### src/rtl/uart_pkg.sv
// -----------------------------------------------------------------------------
// uart_pkg
// Shared definitions for the UART receive and transmit paths.
//   rx_state_e : receiver FSM state encoding (3-bit)
//   OVS        : oversample ticks per serial bit
// -----------------------------------------------------------------------------
package uart_pkg;

    typedef enum logic [2:0] {
        IDLE   = 3'd0,
        START  = 3'd1,
        DATA   = 3'd2,
        PARITY = 3'd3,
        STOP   = 3'd4
    } rx_state_e;

    localparam int OVS = 16;

endpackage : uart_pkg

### src/rtl/uart_baud_gen.sv
// -----------------------------------------------------------------------------
// uart_baud_gen
// Free-running oversample tick generator: one clk-wide pulse every DVSR clocks.
// Parameters:
//   DVSR  : clk cycles per tick (>= 2)
// Ports:
//   clk   : in  - clock, rising edge
//   reset : in  - asynchronous, active-high
//   tick  : out - one-clk pulse every DVSR cycles
// -----------------------------------------------------------------------------
module uart_baud_gen #(
    parameter int DVSR = 163
) (
    input  logic clk,
    input  logic reset,
    output logic tick
);

    localparam int CW = $clog2(DVSR);

    logic [CW-1:0] cnt;

    // NOTE: sequential state uses non-blocking assignments so every flop
    // samples its inputs from before the edge, independent of block order.
    always_ff @(posedge clk or posedge reset) begin
        if (reset) begin
            cnt <= '0;
        end else if (cnt == CW'(DVSR - 1)) begin
            cnt <= '0;
        end else begin
            cnt <= cnt + 1'b1;
        end
    end

    assign tick = (cnt == CW'(DVSR - 1));

endmodule : uart_baud_gen

### src/rtl/uart_rx_core.sv
// -----------------------------------------------------------------------------
// uart_rx_core
// UART receiver front-end: synchronizes rx, oversamples it and assembles
// LSB-first frames into bytes for the downstream receive buffer.
// Optional feature: define UART_RX_PARITY_EN to add one even-parity bit
// after the data bits (otherwise parity_err is tied low).
// Parameters:
//   DBIT    : data bits per frame
//   SB_TICK : oversample ticks in the stop bit
//   DVSR    : clk cycles per oversample tick (>= 2)
// Ports:
//   clk        : in  - clock, rising edge
//   reset      : in  - asynchronous, active-high
//   rx         : in  - serial line, idle high
//   rx_data    : out - last accepted byte, held until the next one
//   rx_done    : out - one-clk strobe, rx_data valid on the same cycle
//   frame_err  : out - one-clk strobe, stop bit sampled 0
//   parity_err : out - one-clk strobe, parity check failed
//   busy       : out - high whenever the FSM is not in IDLE
// -----------------------------------------------------------------------------
module uart_rx_core #(
    parameter int DBIT    = 8,
    parameter int SB_TICK = 16,
    parameter int DVSR    = 163
) (
    input  logic            clk,
    input  logic            reset,
    input  logic            rx,
    output logic [DBIT-1:0] rx_data,
    output logic            rx_done,
    output logic            frame_err,
    output logic            parity_err,
    output logic            busy
);

    import uart_pkg::*;

    localparam int NW = (DBIT > 1) ? $clog2(DBIT) : 1;

    logic            tick;
    logic            rx_meta;
    logic            rx_sync;
    rx_state_e       state;
    logic [3:0]      s_cnt;
    logic [NW-1:0]   n_cnt;
    logic [DBIT-1:0] b_reg;
`ifdef UART_RX_PARITY_EN
    logic            p_reg;
`endif

    uart_baud_gen #(.DVSR(DVSR)) u_baud_gen (
        .clk   (clk),
        .reset (reset),
        .tick  (tick)
    );

    // Two-flop synchronizer; resets to the idle line level so reset release
    // never looks like a start bit.
    always_ff @(posedge clk or posedge reset) begin
        if (reset) begin
            rx_meta <= 1'b1;
            rx_sync <= 1'b1;
        end else begin
            rx_meta <= rx;
            rx_sync <= rx_meta;
        end
    end

    always_ff @(posedge clk or posedge reset) begin
        if (reset) begin
            state     <= IDLE;
            s_cnt     <= '0;
            n_cnt     <= '0;
            b_reg     <= '0;
            rx_data   <= '0;
            rx_done   <= 1'b0;
            frame_err <= 1'b0;
`ifdef UART_RX_PARITY_EN
            p_reg      <= 1'b0;
            parity_err <= 1'b0;
`endif
        end else begin
            // NOTE: strobes default low every cycle and are raised only on the
            // single edge that completes a frame, giving one-clk pulses.
            rx_done   <= 1'b0;
            frame_err <= 1'b0;
`ifdef UART_RX_PARITY_EN
            parity_err <= 1'b0;
`endif
            case (state)
                IDLE: begin
                    if (tick && !rx_sync) begin
                        state <= START;
                        s_cnt <= '0;
                    end
                end
                START: begin
                    if (tick) begin
                        if (s_cnt == 4'd7) begin
                            // Mid start bit: a line back at 1 was a glitch.
                            if (!rx_sync) begin
                                state <= DATA;
                                s_cnt <= '0;
                                n_cnt <= '0;
                            end else begin
                                state <= IDLE;
                            end
                        end else begin
                            s_cnt <= s_cnt + 1'b1;
                        end
                    end
                end
                DATA: begin
                    if (tick) begin
                        if (s_cnt == 4'(OVS - 1)) begin
                            s_cnt <= '0;
                            b_reg <= {rx_sync, b_reg[DBIT-1:1]};
                            if (n_cnt == NW'(DBIT - 1)) begin
`ifdef UART_RX_PARITY_EN
                                state <= PARITY;
`else
                                state <= STOP;
`endif
                            end else begin
                                n_cnt <= n_cnt + 1'b1;
                            end
                        end else begin
                            s_cnt <= s_cnt + 1'b1;
                        end
                    end
                end
`ifdef UART_RX_PARITY_EN
                PARITY: begin
                    if (tick) begin
                        if (s_cnt == 4'(OVS - 1)) begin
                            s_cnt <= '0;
                            p_reg <= rx_sync;
                            state <= STOP;
                        end else begin
                            s_cnt <= s_cnt + 1'b1;
                        end
                    end
                end
`endif
                STOP: begin
                    if (tick) begin
                        if (s_cnt == 4'(SB_TICK - 1)) begin
                            state <= IDLE;
                            if (!rx_sync) begin
                                frame_err <= 1'b1;
`ifdef UART_RX_PARITY_EN
                            end else if (^{b_reg, p_reg}) begin
                                parity_err <= 1'b1;
`endif
                            end else begin
                                rx_done <= 1'b1;
                                rx_data <= b_reg;
                            end
                        end else begin
                            s_cnt <= s_cnt + 1'b1;
                        end
                    end
                end
                default: state <= IDLE;
            endcase
        end
    end

`ifndef UART_RX_PARITY_EN
    assign parity_err = 1'b0;
`endif

    assign busy = (state != IDLE);

endmodule : uart_rx_core

### config.mk
export PLATFORM = sky130hd
export DESIGN_NAME = uart_rx_core
export DESIGN_NICKNAME = d
export VERILOG_FILES = /design/src/rtl/uart_pkg.sv /design/src/rtl/uart_baud_gen.sv /design/src/rtl/uart_rx_core.sv
export SDC_FILE = /design/constraint.sdc
export NUM_CORES = 1
export LEC_CHECK = 0
export ABC_AREA = 0
export CORE_ASPECT_RATIO = 0.6
export CORE_MARGIN = 8
export CORE_UTILIZATION = 51
export CTS_BUF_LIST = sky130_fd_sc_hd__clkbuf_8
export CTS_CLUSTER_DIAMETER = 120
export CTS_CLUSTER_SIZE = 16
export DETAILED_ROUTE_END_ITERATION = 10
export PLACE_DENSITY = 0.85
export REMOVE_ABC_BUFFERS = 1
export SLEW_MARGIN = 10
export SYNTH_ARGS = -nofsm -noshare
export SYNTH_HDL_FRONTEND = slang
export SYNTH_SLANG_ARGS = --single-unit
### constraint.sdc
create_clock -name clk -period 1.7 [get_ports clk]
set_input_delay 0.34 -clock clk [delete_from_list [all_inputs] [get_ports clk]]
set_output_delay 0.34 -clock clk [all_outputs]
set_load 0.01 [all_outputs]
==> out/metrics.sh <==
STATUS='finished with violations'
FAILED_CHECKS='setup timing'
CLK-INSERTION-DELAY-LATE_PS=290
WIRE_PER_INST_UM=18.6
TIMING.CRITICAL_PATH.ARRIVAL_PS=1910
GRT_REMAINING_OVERFLOW=0
POST-ROUTE-UTIL_PCT=70.6
MAX_CLOCK_FREQ_MHz=575
CLOCK_TREE.ROOT_CELL='sky130_fd_sc_hd__clkbuf_8'
GRT_PASS1_WL_UM=7450
PLACEMENT_ROWS=17
OVERALL_ROUTING_RESOURCE_USAGE_PCT=16.0
FINAL.FILL_COUNT=226
COUNT_OF_FLIP_FLOPS_WITH_A_BUILT_IN_ENABLE_AFTER_SYNTHESIS=0
FF_LATCH_AREA_UM2=956
PEAK_SUPPLY_DROP_mV=0.521
GRT_SETUP_UNREPAIRED='true'
FINAL-SETUP-VIOL-COUNT=8
POST_ROUTE_CELLS_DRIVE_ABOVE_1_SHARE_PCT=42.3
GPL.FINAL_WEIGHTED_CONGESTION=0.943
DETAIL-ROUTE-ANTENNA-NETS=0
SYNTH_FLOP_CELL='sky130_fd_sc_hd__dfrtp_1'
DIE_AREA_UM2=5840
DRTITER0DRC=85
GRT_UTIL_MET3_PCT=3.60
CLK_PATH_BUF_DEPTH=2
CP_SLOWEST_STAGE_DELAY_PS=380
GR-USAGE-MET1_PCT=19.7
CTS_HOLD_REPAIR.BUFFERS=0
TOTALPOWERFINAL_mW=1.87
CRITICAL_PATH.CELL_CHAIN='ha_2 -> buf_6 -> and3_4 -> buf_4 -> nand3_4 -> mux2_4'
CRITICAL_PATH_REQUIRED_PS=1870
DETAILROUTE.VIA_COUNT=1369
GLOBAL_ROUTE.PEAK_USAGE_LAYER='met2'
TRITONCTS='built'
CRITICAL_PATH.ENDPOINT_TYPE='flip-flop'
FINAL_MIN_PERIOD_OVER_CLOCK_PERIOD_PCT=102
SWSHARE_PCT=19.3
NNETSFINAL=203
FINALWORSTSETUPSLACK_PS=-39.8
P_PER_AREA_nW_PER_UM2=744
CRITICAL_PATH.STARTPOINT_TYPE='flip-flop'
HOLD_PATH_CLASS='reg2reg'
PORTBUFFERS=13
FINAL.SETUP_SKEW_PS=12.1
AREA.GROWTH.SYNTH_TO_FINAL_PCT=36.7
WORST-PATH-MAX-FANOUT=8
SYNTH-WARNING-COUNT=0
CTS.HTREE.LEVELS=2
CTS.SINK_COUNT=38
GRT_ANTENNA_BEFORE_REPAIR=0
CAP_VIOLATIONS=0
INTPOWER_mW=1.51
DIE_H_UM=62.5
MULTI_INPUT_COMB_AREA_UM2=911
GRT_MAX_DEGREE=39
INITIAL_CELL_DENSITY_OF_THE_CORE_PCT=51.7
MAPPEDNETLISTAREA_UM2=1840
COMB_POWER_SHARE_PCT=1.8
FIN_HOLD_WS_PS=371
SYNTH_SEQ_CELLS=38
DRT_WL_TOTAL_UM=4530
SYNTHESIS.AREA_PER_INSTANCE_UM2=12.5
TIMING.CRITICAL_PATH.SLOWEST_STAGE_CELL='sky130_fd_sc_hd__dfrtp_1'
CORE_REGION_AREA_UM2=3550
PLACED_CELLS=229
LAYOUT_MIN_CYCLE_TIME_PS=1740
DRV_SLEW=0
POWER.STATIC_LEAKAGE_nW=1.21
SYNTH_CELL_TYPE_COUNT=48
SWITCHING_POWER_mW=0.360
SYNTH_CELLS=147
POWER.CLOCK.FRACTION_PCT=49.5
CTS.CLK_SLEW.WORST_PATHS_PS=80
AVGVIACOUNTPERCELL=5.63
DIE_X_UM=93.5
IO_PINS=15
GRT.MET2_USAGE_PCT=26.8
LAYOUT.CELLS.NON_FILLER=243
SYNTHARSTFLOPSHARE_PCT=100
SHARE_OF_TOTAL_POWER_IN_SEQUENTIAL_CELLS_PCT=48.8
DRCVIOLATIONCOUNT=0
DRT_PASS1_ITERATIONS=4
PLACE_HPWL_UM=3020
SYNTH-SEQ-AREA-SHARE_PCT=51.9
CTS-BUFFERS-INSERTED=5
START_TO_END_TYPE_OF_THE_WORST_SETUP_PATH='reg2reg'
N_ANTENNA_CELL=0
FINAL-HOLD-VIOLATION-COUNT=0
FIRST_GLOBAL_VIAS=1494
[stage by stage]
step	setup TNS [ps]	cell area, um2	setup WS, ps
floorplan	-951	1790	-118
global placement	-355	2200	-36.0
detailed placement	-1610	2200	-98.3
CTS	-245	2460	-40.6
global route	-969	2510	-102
finish	-251	2510	-39.8
[final timing paths]
kind	endpoint	slack, ps	from	cells after the start
worst min-delay path	rx_sync$_DFF_PP1_	370	rx_meta$_DFF_PP1_	0
min in group asynchronous	u_baud_gen.cnt[6]$_DFF_PP0_	410	reset	3
worst max register to register	b_reg[4]$_DFFE_PP0P_	-40	s_cnt[0]$_DFFE_PP0P_	6
worst min register to register	rx_sync$_DFF_PP1_	370	rx_meta$_DFF_PP1_	0
worst max-delay path	b_reg[4]$_DFFE_PP0P_	-40	s_cnt[0]$_DFFE_PP0P_	6
max in group asynchronous	rx_sync$_DFF_PP1_	1030	reset	3
[power groups by stage]
stage               registers (mW)  clock network, mW  logic [mW]
finish                       0.911              0.923      0.0328
global route                 0.911              0.981      0.0371
CTS                          0.911              0.935      0.0342
detailed placement           0.928                  0      0.0337
global placement             0.928                  0      0.0316
floorplan                    0.927                  0      0.0157
[layout make-up]
cell class | instances | area share (%)
repair buffers | 47 | 16.4
well taps | 47 | 2.34
flip-flops and latches | 38 | 38.1
multi-input cells | 94 | 36.3
clock inverters | 3 | 2.74
inverters | 9 | 1.35
clock buffers | 5 | 2.74
[synth_stat cells (2+ instances only)]
master | instances | area, um2
sky130_fd_sc_hd__dfrtp_1 | 36 | 901
sky130_fd_sc_hd__mux2_2 | 16 | 180
sky130_fd_sc_hd__inv_1 | 9 | 33.8
sky130_fd_sc_hd__nor2_1 | 8 | 30.0
sky130_fd_sc_hd__ha_1 | 5 | 62.6
sky130_fd_sc_hd__and3_1 | 4 | 25.0
sky130_fd_sc_hd__nand2_1 | 4 | 15.0
sky130_fd_sc_hd__o21ai_0 | 4 | 20.0
sky130_fd_sc_hd__xnor2_1 | 4 | 35.0
sky130_fd_sc_hd__xor2_1 | 4 | 35.0
sky130_fd_sc_hd__nand3_1 | 3 | 15.0
sky130_fd_sc_hd__o2111ai_1 | 3 | 26.3
sky130_fd_sc_hd__a21oi_1 | 2 | 10.0
sky130_fd_sc_hd__a31o_2 | 2 | 17.5
sky130_fd_sc_hd__and2_1 | 2 | 12.5
sky130_fd_sc_hd__buf_4 | 2 | 15.0
sky130_fd_sc_hd__buf_6 | 2 | 22.5
sky130_fd_sc_hd__dfstp_2 | 2 | 52.6
sky130_fd_sc_hd__mux2i_1 | 2 | 20.0
sky130_fd_sc_hd__nor2b_1 | 2 | 12.5
sky130_fd_sc_hd__nor3_1 | 2 | 10.0
sky130_fd_sc_hd__nor3b_2 | 2 | 25.0
sky130_fd_sc_hd__o211ai_1 | 2 | 15.0
[critical path, delay by kind of cell, from the launching register on]
family                     cells  cell delay [ps]
buffers and inverters          2              290
muxes                          1              340
adders and majority gates      1              210
and+or+nand+nor                2              410
DFF                            1              380
[cells in the final DEF, fill, tap and decap left out, types with 2 or more instances in the layout]
cell / n
sky130_fd_sc_hd__a21oi_1: 2
sky130_fd_sc_hd__mux2i_1: 2
sky130_fd_sc_hd__buf_4: 29
sky130_fd_sc_hd__nor3b_4: 2
sky130_fd_sc_hd__nand3_1: 3
sky130_fd_sc_hd__ha_2: 2
sky130_fd_sc_hd__dfrtp_1: 34
sky130_fd_sc_hd__bufinv_16: 2
sky130_fd_sc_hd__clkbuf_8: 5
sky130_fd_sc_hd__dfrtp_2: 2
sky130_fd_sc_hd__and3_1: 3
sky130_fd_sc_hd__ha_1: 3
sky130_fd_sc_hd__xor2_1: 4
sky130_fd_sc_hd__o2111ai_1: 3
sky130_fd_sc_hd__buf_6: 4
sky130_fd_sc_hd__clkdlybuf4s50_1: 12
sky130_fd_sc_hd__mux2_4: 9
sky130_fd_sc_hd__o211ai_1: 2
sky130_fd_sc_hd__nor2_1: 8
sky130_fd_sc_hd__nor2b_1: 2
sky130_fd_sc_hd__xnor2_1: 3
sky130_fd_sc_hd__dfstp_2: 2
sky130_fd_sc_hd__o21ai_1: 3
sky130_fd_sc_hd__mux2_2: 8
sky130_fd_sc_hd__inv_1: 9
sky130_fd_sc_hd__nand2_1: 4
sky130_fd_sc_hd__a31o_2: 2
[kinds of logic (layout without fill, tap and decap cells)]
kind of cell,count (synthesis),in the layout,synth area share (%)
muxes,19,19,11.7
AOI/OAI and AO/OA,23,23,10.1
DFF,38,38,51.9
other,1,1,0.204
adders and majority gates,5,5,3.41
and+or+nand+nor,38,38,14.4
buffers and inverters,15,64,4.43
xor gates and xnor gates,8,8,3.82
[layer usage]
metal | wire length, um | up-vias | part of all wire [%]
li1 | - | 621 | -
met5 | 0 | - | 0
met4 | 126 | 0 | 2.8
met3 | 199 | 16 | 4.4
met1 | 1970 | 689 | 44
met2 | 2230 | 43 | 49
[timing repair]
item                                    in CTS  in global routing
endpoints found under the hold margin        0                  0
endpoints found under the setup margin      26                 25
gates resized for setup                     23                  9
pin swaps                                    5                  4
buffers inserted                             4                  2
Power figures use the tool's default switching activity.
